--- src/rtl/mem_stage.sv ---
// mem_stage: rv32 memory-access stage that runs loads/stores over a Wishbone-style bus
//   parameters : XLEN datapath width, TIMEOUT bus cycles without ack/err before a timeout (0 = never)
//   clk, rst   : rising-edge clock, asynchronous active-low reset
//   in_*       : EX/MEM slot (valid, address/ALU result, store data, load/store, funct3, rd write/number)
//   stall_o    : hold EX/MEM while an access is outstanding
//   mem_*      : registered bus master outputs, mem_dat_i/mem_ack_i/mem_err_i responses
//   out_*      : MEM/WB results, extended load data, exception pulse and cause
module mem_stage #(
  parameter int XLEN    = 32,
  parameter int TIMEOUT = 255
) (
  input  logic            clk,
  input  logic            rst,
  input  logic            in_valid,
  input  logic [XLEN-1:0] in_aluresult,
  input  logic [XLEN-1:0] in_store_data,
  input  logic            in_mem_load,
  input  logic            in_mem_store,
  input  logic [2:0]      in_funct3,
  input  logic            in_reg_wr,
  input  logic [4:0]      in_reg_wnum,
  output logic            stall_o,
  output logic            mem_cyc_o,
  output logic            mem_stb_o,
  output logic            mem_we_o,
  output logic [XLEN-1:0] mem_adr_o,
  output logic [3:0]      mem_sel_o,
  output logic [XLEN-1:0] mem_dat_o,
  input  logic [XLEN-1:0] mem_dat_i,
  input  logic            mem_ack_i,
  input  logic            mem_err_i,
  output logic [XLEN-1:0] out_aluresult,
  output logic [XLEN-1:0] out_mem_dat_i_w,
  output logic            out_mem_load,
  output logic            out_reg_wr,
  output logic [4:0]      out_reg_wnum,
  output logic            out_exc,
  output logic [1:0]      out_exc_cause
);
  localparam int CW = TIMEOUT > 0 ? $clog2(TIMEOUT + 1) : 1;
  typedef enum logic {IDLE, BUS} state_t;
  state_t          state_q;
  logic [CW-1:0]   cnt_q;
  logic            cyc_q, we_q;
  logic [XLEN-1:0] adr_q, adr_d, dat_q, dat_d, ext;
  logic [3:0]      sel_q, sel_d;
  logic [1:0]      a;
  logic [7:0]      lane_b;
  logic [15:0]     lane_h;
  logic            mem_op, is_b, is_h, mis, busy, tmo, done, bad, ld_ok;
  assign a      = in_aluresult[1:0];
  assign mem_op = in_valid & (in_mem_load | in_mem_store);
  // funct3[2] only selects zero-extension for loads; for stores it is unsupported and falls back to word
  assign is_b   = (in_funct3[1:0] == 2'b00) & (in_mem_load | ~in_funct3[2]);
  assign is_h   = (in_funct3[1:0] == 2'b01) & (in_mem_load | ~in_funct3[2]);
  assign mis    = mem_op & (is_h ? a[0] : (~is_b & (a != 2'b00)));
  assign busy   = state_q == BUS;
  assign tmo    = (TIMEOUT > 0) && (cnt_q == CW'(TIMEOUT - 1));
  assign done   = busy & (mem_err_i | mem_ack_i | tmo);
  // err beats ack; an ack arriving on the timeout cycle still completes normally
  assign bad    = busy & (mem_err_i | (~mem_ack_i & tmo));
  assign ld_ok  = busy & mem_ack_i & ~mem_err_i & ~we_q;
  assign lane_b = mem_dat_i[8*a +: 8];
  assign lane_h = mem_dat_i[16*a[1] +: 16];
  assign ext    = is_b ? {{(XLEN-8){lane_b[7] & ~in_funct3[2]}}, lane_b}
                : is_h ? {{(XLEN-16){lane_h[15] & ~in_funct3[2]}}, lane_h} : mem_dat_i;
  assign adr_d  = {in_aluresult[XLEN-1:2], 2'b00};
  assign sel_d  = in_mem_load ? 4'b1111 : is_b ? 4'b0001 << a : is_h ? (a[1] ? 4'b1100 : 4'b0011) : 4'b1111;
  assign dat_d  = is_b ? {(XLEN/8){in_store_data[7:0]}} : is_h ? {(XLEN/16){in_store_data[15:0]}} : in_store_data;
  assign mem_cyc_o       = cyc_q;
  assign mem_stb_o       = cyc_q;
  assign mem_we_o        = we_q;
  assign mem_adr_o       = adr_q;
  assign mem_sel_o       = sel_q;
  assign mem_dat_o       = dat_q;
  assign stall_o         = rst & (busy ? ~done : mem_op & ~mis);
  assign out_reg_wr      = rst & (busy ? ld_ok & in_reg_wr : in_valid & in_reg_wr & ~in_mem_load & ~in_mem_store);
  assign out_mem_load    = rst & ld_ok;
  assign out_mem_dat_i_w = (rst & ld_ok) ? ext : '0;
  assign out_exc         = rst & (busy ? bad : mis);
  assign out_exc_cause   = ~rst ? 2'b00 : busy ? (bad ? 2'b11 : 2'b00) : mis ? (in_mem_load ? 2'b01 : 2'b10) : 2'b00;
  assign out_aluresult   = rst ? in_aluresult : '0;
  assign out_reg_wnum    = rst ? in_reg_wnum : 5'd0;
  always_ff @(posedge clk or negedge rst)
    if (!rst) begin
      state_q <= IDLE;
      cnt_q   <= '0;
      cyc_q   <= 1'b0;
      we_q    <= 1'b0;
      adr_q   <= '0;
      sel_q   <= 4'b0000;
      dat_q   <= '0;
    end else if (busy) begin
      cnt_q <= cnt_q + 1'b1;
      if (done) begin
        state_q <= IDLE;
        cyc_q   <= 1'b0;
        we_q    <= 1'b0;
      end
    end else if (mem_op & ~mis) begin
      state_q <= BUS;
      cnt_q   <= '0;
      cyc_q   <= 1'b1;
      we_q    <= in_mem_store;
      adr_q   <= adr_d;
      sel_q   <= sel_d;
      dat_q   <= dat_d;
    end
endmodule

--- config.mk ---
export PLATFORM = sky130hd
export DESIGN_NAME = mem_stage
export DESIGN_NICKNAME = d
export VERILOG_FILES = /design/src/rtl/mem_stage.sv
export SDC_FILE = /design/constraint.sdc
export NUM_CORES = 1
export LEC_CHECK = 0
export ABC_CLOCK_PERIOD_IN_PS = 5520
export BUFFER_PORTS_ARGS = -buffer_cell sky130_fd_sc_hd__buf_2
export CAP_MARGIN = 20
export CORE_AREA = 2 2 100 102
export CTS_BUF_LIST = sky130_fd_sc_hd__clkbuf_4
export DETAILED_ROUTE_END_ITERATION = 8
export DIE_AREA = 0 0 102 104
export PLACE_DENSITY = 0.9
export SKIP_CTS_REPAIR_TIMING = 1
export SLEW_MARGIN = 10
export SYNTH_ARGS = -nofsm -noshare
export SYNTH_HDL_FRONTEND = slang
export SYNTH_SLANG_ARGS = --single-unit
--- constraint.sdc ---
create_clock -name clk -period 5.52 [get_ports clk]
set_clock_uncertainty 0.15 [all_clocks]
set_input_delay 0.828 -clock clk [delete_from_list [all_inputs] [get_ports clk]]
set_output_delay 0.828 -clock clk [all_outputs]
set_load 0.02 [all_outputs]
==> metrics.md <==
| Metric | Value |
|---|---|
| Leakage | 3.05 nW |
| Fmax | approximately 0.25 GHz |
| Global route overflow | 0 |
| Worst r2r src | busy$_DFF_PN0_ |
| Global placer's final weighted congestion | 0.852 |
| Worst-path clk slew | roughly 0.13 ns |
| Num Clock Sinks | 77 |
| H-tree depth | 3 |
| Count leader, synth | dfrtp_1 |
| Largest net degree at the start of global routing | 68 |
| Top cells by area, synth | dfrtp_1 41%, mux2_2 18%, and2_1 5.1% |
| CTS max path bufs | 2 |
| Comb pwr share | between 40 and 50% |
| Clock power share | 14.2% |
| Synth unique cells | 45 |
| Antenna-violating nets left | 0 |
| Tmin final | 3.95 ns |
| First-pass DRT Iterations | 4 |
| Final hold violation count | 0 |
| Sequential fraction of the synthesis area | 41.5% |
| Yosys warns | 0 |
| Crit-path cells | nor4bb_1, nand2_1, a2111oi_4, o21a_1, buf_2 |
| Port bufs | 255 |
| Setup TNS | 0 ns |
| Initial antenna violation count | 0 |
| Cells after Synth | between 400 and 500 |
| Area Growth Syn to Fin | 29.9% |
| First-pass GRT wire length | between 20000 and 25000 um |
| Crit. End Element | output port |
| Slowest cell on the critical path | a2111oi_4 |
| Fillers | 800 |
| Post-synth EDFFs | 0 |
| DRC violations left | 0 |
| Count of final setup violators | 0 |
| Fraction of layout cells with a size suffix above 1 | 58.4% |
| Final hold slack | 0.192 ns |
| Vias | 4241 |
| Leading register cell type out of synthesis | dfrtp_1 |
| Worst vdd ir | between 0.3 and 0.4 mV |
| Switching Share | a little over two fifths |
| Worst-Margin Slew | 0.995 ns |
| Largest area contributor in the netlist | dfrtp_1 |
| Row count | 36 |
| Outcome | complete, no violations |
| Pwr Total | 0.00251 W |
| Switching power | 0.00106 W |
| CP required | 4.54 ns |
| Total GRT Usage | about a quarter |
| Via density | 5.44 |
| Ports | 258 |
| Post-synthesis adder-cell area fraction | 0.539% |
| Synth Area in Compound Gates | 13.2% |
| Async S/R FF share, synth | 100% |
| Top-area cell type share of the netlist area | between 40% and 50% |
| Post-Route WL | 13600 um |
| Max-capacitance violation count | 0 |
| Cell area after layout | 6030 um2 |
| Slew margin rel. | 33.6% |
| Most frequent cells after synthesis | 77 x dfrtp_1, 74 x mux2_2, 38 x and2_1, 27 x o21ai_0, 19 x o21a_1 |
| Final Max Tran Viols | 0 |
| Starting density of the core | 48.7% |
| CTS Buf Count | 9 |
| Core Util, Final | between 60 and 70% |
| Post-synthesis register bit count | 77 |
| NumNets Final | 756 |
| Die Ht | 104 um |
| Core area | 9550 um2 |
| Synth Cell Area | 4650 um2 |
| Int Pwr | 0.00145 W |
| Die width | 102 um |
| Dpl cell area | 5890 um2 |
| DP Wirelength | 10600 um |
| Multiplexer area fraction after synthesis | approximately 28% |
| Worst setup path startpoint | busy$_DFF_PN0_ |
| Root buffer cell | clkbuf_4 |
| Number of global-route vias before repair | between 4000 and 5000 |
| Syn_area_per_cell | 11.5 um2 |
| Synth Area in Simple Gates | a little over a tenth |
| Worst Hold Class | in2async |
| DRT iter0 DRCs | 229 |
| Setup crit start kind | register |
| Max Fanout on Critical Path | 15 |
| Worst path max stage delay | 0.77 ns |
| Worst-Skew Late Latency | 0.44 ns |
| # diodes | 0 |
| Main combinational cell family by area after synthesis | multiplexers |
| Cell area power density | 415 nW/um2 |
| CP delay by family, top | compound AO/OA/AOI/OAI gates |
| XOR/XNOR share of the synthesized area | 0.188% |
| RSZ-0062 raised after global routing | false |
| Tcrit/Tclk final | roughly 70% |
| CTS tree | done |
| Die area | 10600 um2 |
| Reg power frac | 38.8% |
| Avg WL per Cell | 17.5 um |
| Critical path type | reg2out |
| Data arrival, critical path | 2.97 ns |
| Buf/Inv on CP | 1 |
## cells in the final DEF (no fill, tap or decap), types with 3 or more instances in the layout
cell,synthesis,final
o21a_1,19,19
o21ai_0,27,27
nor2_1,15,15
mux2i_1,18,18
nand4_1,3,3
and2_1,38,38
or2_1,3,3
a21oi_1,7,7
mux2_4,6,6
or3_1,4,4
buf_2,6,254
o221a_2,8,8
dfrtp_1,77,77
clkinvlp_4,0,3
mux4_2,8,8
mux2_2,74,74
nand2_1,13,13
inv_1,8,8
buf_4,4,6
clkbuf_4,0,9
a211oi_1,10,10
## worst register-to-register path: cells and delay by family (launching register included)
kind,cells,cell delay (ns)
and+or+nand+nor,2,0.27
muxes,1,0.43
DFF,1,0.53
buffers and inverters,2,0.65
## per-stage QoR
step | setup WS, ns | instances
2_1_floorplan | 2.13 | 405
3_3_place_gp | 1.76 | 764
3_5_place_dp | 1.66 | 764
4_1_cts | 1.56 | 780
5_1_grt | 1.34 | 780
6_report | 1.57 | 780
## path summary, 6_finish.rpt
path	endpoint	slack, ns	cells past startpoint
min in group clk	mem_adr_o[23]$_DFFE_PN0P_	0.37	1
worst max register to register	mem_dat_o[17]$_DFFE_PN0P_	3.39	5
worst max-delay path	out_mem_dat_i_w[29]	1.57	5
worst min register to register	mem_adr_o[23]$_DFFE_PN0P_	0.37	1
worst min-delay path	mem_dat_o[23]$_DFFE_PN0P_	0.19	1
max in group asynchronous	mem_dat_o[7]$_DFFE_PN0P_	3.89	2
## cell families after synthesis
group,Yosys count
AO/OA/AOI/OAI,84
XOR/XNOR,1
adder cells (fa/ha/maj),2
buffers and inverters,42
flip-flops,77
multiplexers,106
other,1
AND/OR/NAND/NOR,91
## power by group through the flow
stage               logic, W  clock network (W)  registers, W
finish               0.00118           0.000356      0.000974
global route         0.00125           0.000388       0.00101
CTS                  0.00119           0.000363      0.000976
detailed placement   0.00118                  0      0.000983
global placement     0.00115                  0      0.000965
floorplan           0.000456                  0       0.00128
## sequential cells by signal (all words and copies together) (netlist names)
signal,count
mem_dat_o,32
mem_adr_o,30
cnt_q,8
mem_sel_o,4
busy,1
mem_cyc_o,1
mem_we_o,1
## layer usage
metal	vias to the layer above	global-route usage (%)	wire [um]
met3	37	6.85	1260
met1	2034	27.3	5010
met4	0	11.7	408
li1	1944	-	-
met2	226	44.8	6950
met5	-	0	0
## layout make-up
cell class	instances	area (um2)	area share (%)
clock buffer	9	67.6	1.12
clock inverter	7	75.1	1.24
timing repair buffer	260	1320	21.8
sequential	77	1930	31.9
multi-input combinational	286	2450	40.6
tap	133	166	2.76
inverter	8	30.0	0.498
Note: power is estimated with default switching activity, not from simulation.
